File: config.mk
export PLATFORM = sky130hd
export DESIGN_NAME = uart_mem_loader
export DESIGN_NICKNAME = d
export VERILOG_FILES = /design/src/rtl/uart_mem_loader.sv
export SDC_FILE = /design/constraint.sdc
export NUM_CORES = 1
export LEC_CHECK = 0
export ABC_AREA = 1
export BUFFER_PORTS_ARGS = -buffer_cell sky130_fd_sc_hd__buf_4
export CORE_MARGIN = 5
export CORE_UTILIZATION = 45
export CTS_BUF_LIST = sky130_fd_sc_hd__clkbuf_2 sky130_fd_sc_hd__clkbuf_4 sky130_fd_sc_hd__clkbuf_8
export CTS_CLUSTER_SIZE = 10
export DETAILED_ROUTE_END_ITERATION = 7
export GPL_ROUTABILITY_DRIVEN = 0
export HOLD_SLACK_MARGIN = 0.05
export PLACE_DENSITY = 0.69
export SLEW_MARGIN = 20
export SYNTH_ARGS = -nofsm -noshare
export SYNTH_HDL_FRONTEND = slang
export SYNTH_SLANG_ARGS = --single-unit
File: constraint.sdc
create_clock -name clk -period 2.9 [get_ports clk]
set_input_delay 0.435 -clock clk [delete_from_list [all_inputs] [get_ports clk]]
set_output_delay 0.435 -clock clk [all_outputs]
set_load 0.02 [all_outputs]
File: src/rtl/uart_mem_loader.sv
// rtl/uart_mem_loader.sv - UART byte stream to banked BRAM word loader
// Optional trailing XOR checksum byte is enabled by defining UART_LOADER_CHECKSUM_EN.
module uart_mem_loader #(
  parameter int DATA_W = 8,
  parameter int DEPTH  = 1024,
  parameter int NBANK  = 2
) (
  input  logic                     clk,
  input  logic                     rst,
  input  logic [7:0]               rx_byte,
  input  logic                     rx_valid,
  output logic [NBANK-1:0]         en,
  output logic                     we,
  output logic [$clog2(DEPTH)-1:0] addr,
  output logic [DATA_W-1:0]        din,
  output logic                     busy,
  output logic                     done,
  output logic                     err
);
  localparam int BYTES  = DATA_W / 8;
  localparam int ADDR_W = $clog2(DEPTH);
  localparam int CNT_W  = (BYTES > 1) ? $clog2(BYTES) : 1;
  localparam int BANK_W = (NBANK > 1) ? $clog2(NBANK) : 1;

  typedef enum logic [2:0] {S_IDLE, S_COLLECT, S_WRITE, S_CHECK, S_DONE} state_t;

  state_t            state_q, state_d;
  logic [15:0]       hdr_q, hdr_d;
  logic [BANK_W-1:0] bank_q, bank_d;
  logic [CNT_W-1:0]  cnt_q, cnt_d;
  logic [ADDR_W-1:0] addr_q, addr_d;
  logic [DATA_W-1:0] din_q, din_d;
`ifdef UART_LOADER_CHECKSUM_EN
  logic              err_q, err_d;
  logic [7:0]        csum_q, csum_d;
`endif

  // The header window is the two previous bytes plus the byte arriving now.
  logic [23:0]       hdr_win;
  logic              hdr_hit;
  logic              word_last;
  logic              addr_last;
  logic [DATA_W-1:0] din_shift;

  assign hdr_win   = {hdr_q, rx_byte};
  assign hdr_hit   = (hdr_win[23:16] == 8'h77) && (hdr_win[7:0] == 8'h0A) &&
                     (hdr_win[15:8] >= 8'h30) && (hdr_win[15:8] < 8'(8'h30 + NBANK));
  assign word_last = (cnt_q == CNT_W'(BYTES - 1));
  assign addr_last = (addr_q == ADDR_W'(DEPTH - 1));
  assign din_shift = DATA_W'({din_q, rx_byte});

  always_ff @(posedge clk) begin
    if (rst) begin
      state_q <= S_IDLE;
      hdr_q   <= '0;
      bank_q  <= '0;
      cnt_q   <= '0;
      addr_q  <= '0;
      din_q   <= '0;
    end else begin
      state_q <= state_d;
      hdr_q   <= hdr_d;
      bank_q  <= bank_d;
      cnt_q   <= cnt_d;
      addr_q  <= addr_d;
      din_q   <= din_d;
    end
  end

`ifdef UART_LOADER_CHECKSUM_EN
  always_ff @(posedge clk) begin
    if (rst) begin
      err_q  <= 1'b0;
      csum_q <= '0;
    end else begin
      err_q  <= err_d;
      csum_q <= csum_d;
    end
  end
`endif

  always_comb begin
    state_d = state_q;
    hdr_d   = hdr_q;
    bank_d  = bank_q;
    cnt_d   = cnt_q;
    addr_d  = addr_q;
    din_d   = din_q;
`ifdef UART_LOADER_CHECKSUM_EN
    err_d   = err_q;
    csum_d  = csum_q;
`endif
    unique case (state_q)
      S_IDLE: begin
        if (rx_valid) begin
          if (hdr_hit) begin
            state_d = S_COLLECT;
            hdr_d   = '0;
            bank_d  = BANK_W'(hdr_win[15:8] - 8'h30);
            cnt_d   = '0;
            addr_d  = '0;
`ifdef UART_LOADER_CHECKSUM_EN
            err_d   = 1'b0;
            csum_d  = '0;
`endif
          end else begin
            hdr_d = hdr_win[15:0];
          end
        end
      end
      S_COLLECT: begin
        if (rx_valid) begin
          din_d = din_shift;
`ifdef UART_LOADER_CHECKSUM_EN
          csum_d = csum_q ^ rx_byte;
`endif
          if (word_last) begin
            cnt_d   = '0;
            state_d = S_WRITE;
          end else begin
            cnt_d = cnt_q + 1'b1;
          end
        end
      end
      S_WRITE: begin
        if (addr_last) begin
`ifdef UART_LOADER_CHECKSUM_EN
          // A byte arriving with the last write is already the checksum byte.
          if (rx_valid) begin
            if (rx_byte != csum_q) err_d = 1'b1;
            state_d = S_DONE;
          end else begin
            state_d = S_CHECK;
          end
`else
          state_d = S_DONE;
`endif
        end else begin
          addr_d  = addr_q + 1'b1;
          state_d = S_COLLECT;
          if (rx_valid) begin
            din_d = din_shift;
`ifdef UART_LOADER_CHECKSUM_EN
            csum_d = csum_q ^ rx_byte;
`endif
            if (BYTES == 1) begin
              cnt_d   = '0;
              state_d = S_WRITE;
            end else begin
              cnt_d = CNT_W'(1);
            end
          end
        end
      end
`ifdef UART_LOADER_CHECKSUM_EN
      S_CHECK: begin
        if (rx_valid) begin
          if (rx_byte != csum_q) err_d = 1'b1;
          state_d = S_DONE;
        end
      end
`endif
      S_DONE:  state_d = S_IDLE;
      default: state_d = S_IDLE;
    endcase
  end

  always_comb begin
    we   = (state_q == S_WRITE);
    done = (state_q == S_DONE);
    busy = (state_q != S_IDLE) && (state_q != S_DONE);
    for (int i = 0; i < NBANK; i++) begin
      en[i] = we && (bank_q == BANK_W'(i));
    end
  end

  assign addr = addr_q;
  assign din  = din_q;
`ifdef UART_LOADER_CHECKSUM_EN
  assign err  = err_q;
`else
  assign err  = 1'b0;
`endif

endmodule

# [Word-level counts from Yosys, hierarchy flattened]
# Index checks and enable logic that the tools add are counted.
[op_classes] n_bitwise=1 reduce_logical=17 order_cmp=2 eq_ne=13 muxes=22 n_addsub=3
[op_table] op="10-bit two-way mux" n=3
[op_table] op="10-bit one-hot mux with 2 select lines" n=1
[op_table] op="16-bit two-way mux" n=1
[op_table] op="8-bit two-way mux" n=2
[op_table] op="8-bit one-hot mux with 2 select lines" n=1
[op_table] op="3-bit two-way mux" n=5
[op_table] op="2-bit inequality test, second input constant" n=6
[op_table] op="10-bit by 1-bit adder with 10-bit output, second input constant" n=1
[op_table] op="10-bit == test, second input constant" n=1
[op_table] op="3-bit one-hot mux with 3 select lines" n=1
[op_table] op="8-bit by 4-bit == test with 1-bit output, second input constant" n=1
[op_table] op="8-bit by 7-bit == test with 1-bit output, second input constant" n=1
[op_table] op="8-bit by 6-bit greater-or-equal comparator with 1-bit output, second input constant" n=1
[op_table] op="8-bit by 6-bit less-than comparator with 1-bit output, second input constant" n=1
[op_table] op="4-bit AND reduction" n=2
[op_table] op="1-bit logical AND" n=6
[op_table] op="1-bit two-way mux" n=6
[op_table] op="6-bit AND reduction" n=1
[op_table] op="3-bit nonzero test" n=2
[op_table] op="2-bit AND reduction" n=2
[op_table] op="2-bit nonzero test" n=2
[op_table] op="3-bit by 1-bit == test with 1-bit output, second input constant" n=1
[op_table] op="3-bit by 2-bit == test with 1-bit output, second input constant" n=1
[op_table] op="3-bit == test, second input constant" n=1
[op_table] op="other kinds (8)" n=8
[word_totals] ff_bits=39 elab_cells=64 input_bits=11 output_inout_bits=24

# [Depth between registers and ports, before layout]
# Gate-level depths: netlist of the first run.
[depth] word_depth=7 mapped_depth=10 ltp_nobuf=9

# [Worst setup path before layout of the first run]
# Ideal clock, no wire load.
[synth_timing] kind="register -> register" startpoint="register addr_q[0] (netlist: addr[0])" endpoint="register din_q[2] (netlist: din[2])" synth_period_minus_slack_ps=1671 required_time_ps=2787 t_arrival_ps=1558 setup_ps=113 setup_slack_ps=1229 n_path_buf=1 path_stages_with_launch=10 cell_sequence="dfxtp_1 ha_1 nand2_2 nor2_2 nand4_2 nor2_4 nor3_4 buf_6 nor2_1 nor2_1"
[synth_between] elab_chain_cells=3
[synth_lines] item="from (decl)" line_no="31" rtl="logic [ADDR_W-1:0] addr_q, addr_d;"
[synth_lines] item="from (signal assigned)" line_no="65" rtl="addr_q <= addr_d;"
[synth_lines] item="10-bit == test" line_no="49" rtl="assign addr_last = (addr_q == ADDR_W'(DEPTH - 1));"
[synth_lines] item="2-bit inequality test (no source line)"
[synth_lines] item="2-bit AND reduction (no source line)"
[synth_lines] item="to (signal assigned)" line_no="66" rtl="din_q <= din_d;"
[synth_lines] item="to (decl)" line_no="32" rtl="logic [DATA_W-1:0] din_q, din_d;"
# No other way between the ends.
# A chain may end at the register's enable or synchronous reset.

# [Worst setup path in the final report of the first run]
[layout_timing] startpoint="register state_q[2]" endpoint="output we"
[layout_between] elab_chain_cells=1
[layout_lines] item="from (decl)" line_no="27" rtl="state_t state_q, state_d;"
[layout_lines] item="from (signal assigned)" line_no="61" rtl="state_q <= state_d;"
[layout_lines] item="3-bit by 2-bit == test with 1-bit output" line_no="169" rtl="we = (state_q == S_WRITE);"
[layout_lines] item="to (decl)" line_no="13" rtl="output logic we,"
# No other way between the ends.

==> results of run 1 <==
-- power by group through the flow --
stage | Clock (mW) | Sequential, mW | Combinational, mW
5_1_grt | 0.409 | 0.547 | 0.0721
6_report | 0.375 | 0.545 | 0.0620
3_5_place_dp | 0 | 0.557 | 0.0624
2_1_floorplan | 0 | 0.555 | 0.0445
4_1_cts | 0.390 | 0.545 | 0.0626
3_3_place_gp | 0 | 0.557 | 0.0613
-- cell families (layout without fill, tap and decap cells) --
group           after synthesis  count (layout)
other cells                   1               1
buf+inv                      38              71
flops                        38              38
xor+xnor                      2               2
compound gates               47              47
simple gates                128             128
fa+ha+maj                     1               1
-- worst reg2reg max path, cell delays in order, from the launching register on --
cell,delay (ns)
dfxtp_1,0.37
ha_1,0.25
nand2_2,0.10
nor2_2,0.05
nand4_2,0.09
nor2_4,0.08
nor3_4,0.49
nand2_1,0.11
nand2_1,0.09
nor2_1,0.05
-- metal layers --
metal	vias up	share of wire	global-route usage
li1	893	-	-
met1	726	0.49	0.2186
met4	0	0.010	0.04743
met2	36	0.43	0.2372
met3	5	0.062	0.03378
met5	-	0	0
-- metrics by stage --
| stage | cells | setup WS [ns] | area [um^2] | power, mW | util |
|---|---|---|---|---|---|
| after floorplan | 255 | 1.229 | 1859 | 0.5995 | - |
| after detailed placement | 330 | 1.087 | 2106 | 0.6193 | 0.5264 |
| final | 338 | 1.055 | 2201 | 0.9822 | 0.5502 |
| after global placement | 330 | 1.124 | 2106 | 0.6182 | 0.5264 |
| after global routing | 338 | 0.9337 | 2201 | 1.028 | 0.5502 |
| after CTS | 338 | 1.014 | 2201 | 0.9971 | 0.5502 |
-- area by class of cell --
| type | count | area, um^2 |
|---|---|---|
| Tap cell | 50 | 62.56 |
| Fill cell | 404 | 1799 |
| Inverter | 30 | 112.6 |
| Multi-Input combinational cell | 179 | 922.1 |
| Clock inverter | 1 | 5.005 |
| Sequential cell | 38 | 760.7 |
| Clock buffer | 7 | 90.09 |
| Timing Repair Buffer | 33 | 247.7 |
-- final timing paths --
check	from	to	slack [ns]
min reg2reg	hdr_q[14]$_SDFFE_PP0P_	hdr_q[14]$_SDFFE_PP0P_	0.46
max reg2reg	addr[0]$_SDFFE_PP0P_	din[7]$_SDFFE_PP0P_	1.11
max	state_q[2]$_SDFFE_PP0P_	we	1.06
min	rx_byte[1]	din[1]$_SDFFE_PP0P_	0.42
-- sequential cells by signal (all words and copies together), names as in the netlist --
name     count
addr        10
bank_q       1
din          8
hdr_q       16
state_q      3
-- cell usage in the layout, fill, tap and decap left out, types with 5 or more instances in the layout --
cell,count
nand2_1,39
dfxtp_1,38
nor2_1,35
buf_4,33
inv_1,26
a21oi_1,26
nand3_1,20
o21ai_0,17
nand2_2,7
clkbuf_8,6
nand4_1,5
==> qor.txt, run 1 <==
Core box area: 0.004000 mm^2
Vias per cell: 4.911
Worst min path class: in -> reg
Net switching power figure: 220.2 uW
Sequential area share after synthesis: 0.4092
Largest stage delay, worst path: 0.44 ns
Area delta synth->final: 18.37%
Combinational Power Share: 0.063
Max Buffers Root-to-Sink: 2
Final hold vios: 0
Port buffer count: 33
Unrepaired setup endpoints after global routing: false
Vias in the first global route: 1479
Synth cell types: 32
Fin nets: 299
Fraction of registers with async set/reset: 0
Hold buffers post-CTS: 0
Post-synthesis simple-gate area fraction: 0.3466
Worst hold slack: 0.4158 ns
Final TNS setup: 0 ns
Mux cell area share after synthesis: 0
Tmin final: 1.845 ns
Power per cell area: 446.3 mW/mm^2
Post-synthesis cell count: 255
Crit end category: primary output
Pin count of the biggest net entering global routing: 29
Remaining DRCs: 0
Post-CTS Setup Bufs: 0
CTS Root Cell: clkbuf_8
DIE AREA: 0.005518 mm^2
Worst skew pair latency: 0.28 ns
Number of synthesized flops with an enable pin: 0
H-tree levels: 2
Clock Power Share: 0.382
Synth Flop Type: dfxtp_1
Worst path cell trace: nor2_4, nand2_4, clkinv_1, buf_4
Slew Viols, Final: 0
Final Skew: 0.003853 ns
Max Freq: 542.0 MHz
Crit path max fanout: 9
Post-synth net total: 267
Synth cell count leaders: 39 x nand2_1, 38 x dfxtp_1, 35 x nor2_1, 26 x a21oi_1, 26 x inv_1
Worst-path clk slew: 0.07 ns
LEAKAGE: 0.9541 nW
Pre-Repair DR Iteration Count: 4
Yosys top cell by area: dfxtp_1
Initial antenna violation count: 0
Die Y: 74.28 um
VDD IR max: 0.2550 mV
Ant. Diodes: 0
# IOs: 35
Mean post-synth cell area: 7.291 um^2
Yosys warnings: 0
Iteration-0 DRC Markers: 97
First-pass GRT wire length: 6672 um
Number of buffers created by CTS: 5
Resized cells post-CTS: 0
WL/cell: 11.72 um
Critical Path Start Type: register
WHS Path Cells: 3
CP top delay family: buffers and inverters
Seq pwr share: 0.555
Row cnt: 23
Register bit total from synthesis: 38
Sw Ratio: 0.2242
Final Cycle Share: 0.6362
WP data arrival: 1.41 ns
Outcome: finished clean
Cell Area, Synth: 0.001859 mm^2
Hpwl dp: 2917 um
Slew HR: 0.5371
Compound-cell area share of the yosys netlist: 0.1312
Yosys top cell area share: 0.4092
Total track usage: 0.1549
CP Data Required Time: 2.47 ns
Slowest cell on crit path: dfxtp_1
Area contributors post-synth: dfxtp_1 41%, nand2_1 7.9%, nor2_1 7.1%
CP bufs+invs: 2
Main combinational cell family by area after synthesis: simple AND/OR/NAND/NOR gates
Worst Max-Slew Pin Slew: 0.6901 ns
Starting Density: 0.4648
Final wirelength: 3962 um
Clock sink count: 38
Levels on crit path: 4
Post-DRT Antenna Nets: 0
DR vias: 1660
Count leader, synth: nand2_1
Adder-cell share of the synthesized area: 0.006729
Crit Path Class: reg -> out
Die Wd: 74.28 um
Worst Reg-to-Reg Cells: 9
Total gr overflow: 0
Post-synthesis xor/xnor area fraction: 0.009421
CTS tree: done
Layout cells sized above 1: 0.2326
Final setup viols: 0
Internal cell power: 762.0 uW
Max Cap Viol: 0
(Power assumes the default switching activity.)
==> run 2: changes to the inputs <==
ABC_AREA = 0   (was 1)
clock period = 1.8 ns   (was 2.9 ns; I/O delays follow)
==> qor.txt, run 2 <==
Outcome: finished clean
Final hold vios: 0 (unchanged)
Crit end category: primary output
Worst Reg-to-Reg Cells: 5 (-4)
CTS tree: done
# IOs: 35 (unchanged)
WHS Path Cells: 3 (unchanged)
Commonest non-fill, non-tap cell in the layout: buf_4
FF-to-FF Start: hdr_q[1]$_SDFFE_PP0P_
Row cnt: 23 (unchanged)
Pre-Repair DR Iteration Count: 5 (+1)
Crit Path Class: reg -> out
Yosys top cell area share: 0.4237 (+0.01454)
WL/cell: 13.91 um (+19%)
LEAKAGE: 0.8524 nW (-11%)
Tmin final: 1.723 ns
CP top delay family: simple AND/OR/NAND/NOR gates
Area contributors post-synth: dfxtp_1 42%, nand2_1 8.4%, a21oi_1 4.5%
Number of synthesized flops with an enable pin: 0 (unchanged)
Worst r2r dst: state_q[0]$_SDFFE_PP0P_
Port buffer count: 33 (unchanged)
Initial antenna violation count: 0 (unchanged)
Hold buffers post-CTS: 0 (unchanged)
Remaining DRCs: 0 (unchanged)
Worst-path clk slew: 0.08 ns (about the same)
Final core occ: 0.5916 (+0.04136)
Post-synthesis simple-gate area fraction: 0.2571 (-0.08943)
CTS Root Cell: clkbuf_8
Die Y: 73.17 um (-1.5%)
VDD IR max: 0.4049 mV (+59%)
CP Data Required Time: 1.53 ns (-0.94 ns)
Count leader, synth: nand2_1
Ant. Diodes: 0 (unchanged)
CP bufs+invs: 2 (unchanged)
Cell Area, Synth: 0.001795 mm^2 (-3.4%)
Worst skew pair latency: 0.29 ns (about the same)
Main combinational cell family by area after synthesis: simple AND/OR/NAND/NOR gates
Worst hold slack: 0.2453 ns (-0.1704 ns)
Register bit total from synthesis: 38 (unchanged)
Unrepaired setup endpoints after global routing: false
Post-synthesis cell count: 221 (-13%)
Power per cell area: 787.2 mW/mm^2 (+76%)
Pin count of the biggest net entering global routing: 30 (+3.4%)
Clock sink count: 38 (unchanged)
Mux cell area share after synthesis: 0.005575 (+0.005575)
Final TNS setup: 0 ns (unchanged)
Post-DRT Antenna Nets: 0 (unchanged)
WP data arrival: 1.45 ns (+0.04 ns)
Post-CTS Setup Bufs: 0 (unchanged)
Total track usage: 0.1798 (+0.02482)
DR vias: 1752 (+5.5%)
Synth Flop Type: dfxtp_1
Fraction of registers with async set/reset: 0 (unchanged)
Total gr overflow: 0 (unchanged)
Most flops, register: hdr_q
Commonest non-fill, non-tap cells in the layout: 48 x buf_4, 40 x nand2_1, 38 x dfxtp_1
Final setup viols: 0 (unchanged)
Final Skew: 0.01112 ns (+0.007267 ns)
Starting Density: 0.4554 (-0.009400)
Critical Path Start Type: register
Post-synth net total: 233 (-13%)
Vias per cell: 5.544 (+13%)
Max Freq: 580.3 MHz
Vias in the first global route: 1637 (+11%)
Worst path cell trace: or3b_4, inv_4, and2_1, buf_4
Adder-cell share of the synthesized area: 0.006969 (+0.0002392)
Core box area: 0.003943 mm^2 (-1.4%)
H-tree levels: 2 (unchanged)
Hpwl dp: 3064 um (+5.0%)
Final wirelength: 4394 um (+11%)
Worst min path class: in -> reg
Yosys top cell by area: dfxtp_1
Synth cell count leaders: 40 x nand2_1, 38 x dfxtp_1, 16 x a21oi_1, 13 x nand3_1
Max FFs per register: 16 (unchanged)
Yosys warnings: 0 (unchanged)
Compound-cell area share of the yosys netlist: 0.2195 (+0.08829)
First-pass GRT wire length: 7596 um (+14%)
Mean post-synth cell area: 8.124 um^2 (+11%)
Slew Viols, Final: 0 (unchanged)
Fin nets: 277 (-7.4%)
Max Buffers Root-to-Sink: 2 (unchanged)
Synth cell types: 47 (+47%)
DIE AREA: 0.005353 mm^2 (-3.0%)
R2R Setup Slk: 0.13 ns (-0.98 ns)
Number of buffers created by CTS: 5 (unchanged)
Max Cap Viol: 0 (unchanged)
Fill count: 359 (-11%)
Hold Path End: hdr_q[2]$_SDFFE_PP0P_
Worst hold start: rx_byte[2]
Post-synthesis xor/xnor area fraction: 0.03415 (+0.02473)
Largest stage delay, worst path: 0.43 ns (about the same)
Area delta synth->final: 29.90%
Final Cycle Share: 0.9574
Iteration-0 DRC Markers: 112 (+15%)
Die Wd: 73.17 um (-1.5%)
Slowest cell on crit path: or3b_4
Sequential area share after synthesis: 0.4237 (+0.01454)
Crit path max fanout: 6 (-3)
Layout cells sized above 1: 0.2481 (+0.01548)
-- run 2: kinds of logic (layout without fill, tap and decap cells) --
logic type	count (synthesis)	after routing
other	1	1
AOI/OAI and AO/OA	59	59
and+or+nand+nor	91	91
buffers and inverters	23	68
muxes	1	1
DFF	38	38
adders and majority gates	1	1
xor gates and xnor gates	7	7
-- run 2: through the flow --
stage | cell area [um^2] | setup WS, ns | cells | power [mW]
finish | 2332 | 0.07672 | 316 | 1.836
global route | 2332 | 0.01528 | 316 | 1.903
CTS | 2315 | 0.06802 | 316 | 1.853
detailed placement | 2172 | 0.05169 | 308 | 0.9866
global placement | 2172 | 0.1030 | 308 | 0.9860
floorplan | 1795 | 0.03569 | 221 | 0.9411
-- run 2: what timing repair did --
action	4_1_cts	5_1_grt
resized for setup	2	3
pin swaps	0	1
setup endpoints to repair	1	13
-- run 2: worst register-to-register path, cell delays in order, from the launching register on --
cell      delay (ns)
dfxtp_1         0.35
nor4_2          0.27
nand4_1         0.11
buf_4           0.19
or4_1           0.47
a211oi_1        0.20
-- run 2: cell type report --
| class | instances | area [um^2] | area share |
|---|---|---|---|
| Multi-Input combinational cell | 160 | 963.4 | 0.4131 |
| Sequential cell | 38 | 760.7 | 0.3262 |
| Timing Repair Buffer | 48 | 360.3 | 0.1545 |
| Clock buffer | 5 | 68.82 | 0.02951 |
| Clock inverter | 3 | 68.82 | 0.02951 |
| Tap cell | 50 | 62.56 | 0.02682 |
| Inverter | 12 | 47.55 | 0.02039 |
-- run 2: worst max path at each step --
stage	from	endpoint	slack [ns]	cells past startpoint
final	state_q[1]$_SDFFE_PP0P_	en[1]	0.08	4
after global placement	addr[0]$_SDFFE_PP0P_	addr[3]$_SDFFE_PP0P_	0.10	5
after detailed placement	rx_byte[6]	state_q[0]$_SDFFE_PP0P_	0.05	6
after global routing	addr[0]$_SDFFE_PP0P_	din[2]$_SDFFE_PP0P_	0.02	7
after CTS	state_q[1]$_SDFFE_PP0P_	en[1]	0.07	4
after floorplan	addr[0]$_SDFFE_PP0P_	din[3]$_SDFFE_PP0P_	0.04	5
-- run 2: where the power goes --
group,internal (mW),switching [mW]
registers,0.856,0.0111
clock network,0.555,0.313
logic,0.0391,0.0615
total,1.45,0.386
-- run 2: layer usage --
layer / vias up / share of wire / wire [um] / GRT usage
met5: - / 0 / 0 / 0
met4: 0 / 0.0052 / 23 / 0.06148
met3: 2 / 0.057 / 252 / 0.04821
met2: 49 / 0.44 / 1940 / 0.2473
met1: 813 / 0.50 / 2178 / 0.2672
li1: 888 / - / - / -
==> run 3: changes to the inputs <==
MAX_ROUTING_LAYER = met4   (was not set)
clock period = 2.15 ns   (was 1.8 ns; I/O delays follow)
==> qor.txt, run 3 (synthesis gave the netlist of run 2 again) <==
Hold Path End: hdr_q[7]$_SDFFE_PP0P_
Clock Power Share: 0.390 (-0.083)
Total power: 1.321 mW (-28%)
Row cnt: 23 (unchanged)
Vias in the first global route: 1652 (+0.92%)
Combinational Power Share: 0.060 (+0.005)
Internal cell power: 1.003 mW (-31%)
Commonest non-fill, non-tap cells in the layout: 40 x nand2_1, 38 x dfxtp_1, 38 x buf_4
Port buffer count: 33 (unchanged)
H-tree levels: 2 (unchanged)
Number of buffers created by CTS: 5 (unchanged)
Total track usage: 0.1894 (+0.009590)
Worst skew pair latency: 0.29 ns (about the same)
Worst hold start: rx_byte[7]
Final TNS setup: 0 ns (unchanged)
VDD IR max: 0.4280 mV (+5.7%)
Starting Density: 0.4554 (unchanged)
Commonest non-fill, non-tap cell in the layout: nand2_1
CP Data Required Time: 2.36 ns (+0.83 ns)
Worst-path clk slew: 0.08 ns (about the same)
# IOs: 35 (unchanged)
Final hold vios: 0 (unchanged)
Max Freq: 497.9 MHz
Worst path cell trace: ha_1, nand4_1, o31ai_2, o311ai_1, o22ai_1
Worst min path class: in -> reg
Critical path origin: addr[0]$_SDFFE_PP0P_
Seq pwr share: 0.550 (+0.078)
Most flops, register: hdr_q
Crit path max fanout: 7 (+1)
Net switching power figure: 317.2 uW (-18%)
Largest stage delay, worst path: 0.40 ns (-0.03 ns)
Clock sink count: 38 (unchanged)
Slowest cell on crit path: dfxtp_1
Crit end category: register
Final Skew: 0.007500 ns (-0.003619 ns)
Total gr overflow: 0 (unchanged)
Post-CTS Setup Bufs: 0 (unchanged)
R2R Setup Slk: 0.14 ns (about the same)
WP data arrival: 2.22 ns (+0.77 ns)
Post-DRT Antenna Nets: 0 (unchanged)
Sw Ratio: 0.2402 (+0.03004)
Worst Reg-to-Reg Cells: 5 (unchanged)
Worst Max-Slew Pin Slew: 1.028 ns
DR vias: 1688 (-3.7%)
Crit Path Class: reg -> reg
CTS tree: done
Slew Viols, Final: 0 (unchanged)
Unrepaired setup endpoints after global routing: false
Area delta synth->final: 22.37%
WHS Path Cells: 3 (unchanged)
Core box area: 0.003943 mm^2 (unchanged)
LEAKAGE: 0.7822 nW (-8.2%)
Ant. Diodes: 0 (unchanged)
Worst r2r dst: addr[9]$_SDFFE_PP0P_
Pin count of the biggest net entering global routing: 30 (unchanged)
Outcome: finished clean
DIE AREA: 0.005353 mm^2 (unchanged)
Pre-Repair DR Iteration Count: 4 (-1)
Die Wd: 73.17 um (unchanged)
Max Buffers Root-to-Sink: 2 (unchanged)
Final Cycle Share: 0.9341
First-pass GRT wire length: 7797 um (+2.6%)
Critical Path Start Type: register
Layout cells sized above 1: 0.2148 (-0.03328)
Slew HR: 0.3037
FF-to-FF Start: addr[0]$_SDFFE_PP0P_
Max FFs per register: 16 (unchanged)
Iteration-0 DRC Markers: 159 (+42%)
CTS Root Cell: clkbuf_8
Remaining DRCs: 0 (unchanged)
Fin nets: 267 (-3.6%)
Tmin final: 2.008 ns
Max Cap Viol: 0 (unchanged)
Hpwl dp: 3107 um (+1.4%)
WL/cell: 14.48 um (+4.1%)
Die Y: 73.17 um (unchanged)
Power per cell area: 601.0 mW/mm^2 (-24%)
Vias per cell: 5.516 (-0.50%)
Final setup viols: 0 (unchanged)
Final wirelength: 4431 um (+0.84%)
Initial antenna violation count: 0 (unchanged)
## run 3: what timing repair did
item | CTS | global route
setup endpoints to repair | 0 | 7
gates resized for setup | 0 | 1
hold buffers | 0 | 0
## run 3: power by group through the flow
stage / Sequential (mW) / Combinational (mW) / Clock (mW)
after floorplan: 0.739 / 0.0485 / 0
after CTS: 0.726 / 0.0791 / 0.530
final: 0.726 / 0.0794 / 0.515
after detailed placement: 0.742 / 0.0793 / 0
after global placement: 0.742 / 0.0784 / 0
after global routing: 0.728 / 0.0892 / 0.567
## run 3: area by class of cell
| cell class | instances | area, um^2 |
|---|---|---|
| clock buffer | 6 | 82.58 |
| clock inverter | 2 | 12.51 |
| multi-input combinational | 160 | 948.4 |
| fill | 386 | 1745 |
| sequential | 38 | 760.7 |
| inverter | 12 | 45.04 |
| tap | 50 | 62.56 |
| timing repair buffer | 38 | 285.3 |
## run 3: worst max path at each step
stage                           endpoint  slack (ns)
CTS                 addr[9]$_SDFFE_PP0P_        0.04
floorplan            din[3]$_SDFFE_PP0P_        0.39
global route        addr[6]$_SDFFE_PP0P_        0.02
global placement    addr[7]$_SDFFE_PP0P_        0.13
detailed placement  addr[9]$_SDFFE_PP0P_        0.04
finish              addr[9]$_SDFFE_PP0P_        0.14
## run 3: layer usage
metal  wire length (um)  vias up  GRT usage  part of all wire
li1                   -      870          -                 -
met1               2249      766     0.2669              0.51
met2               1895       46     0.2592              0.43
met3                227        6    0.04683             0.051
met4                 57        0    0.06967             0.013
met5                  0        -          -                 0
## run 3: worst max-delay path: cells and delay by family (launching register included)
family                   cells  cell delay [ns]
AO/OA/AOI/OAI                3             1.05
flip-flops                   1             0.40
adder cells (fa/ha/maj)      1             0.26
AND/OR/NAND/NOR              1             0.21
## run 3: metrics by stage
stage | cells | setup WS [ns] | instance area (um^2) | util | hold WS (ns)
after global routing | 306 | 0.02039 | 2197 | 0.5573 | 0.3010
after detailed placement | 298 | 0.03775 | 2097 | 0.5319 | 0.4448
after global placement | 298 | 0.1281 | 2097 | 0.5319 | 0.4351
final | 306 | 0.1416 | 2197 | 0.5573 | 0.2959
after floorplan | 221 | 0.3857 | 1795 | - | 0.4278
after CTS | 306 | 0.04076 | 2192 | 0.5560 | 0.2855
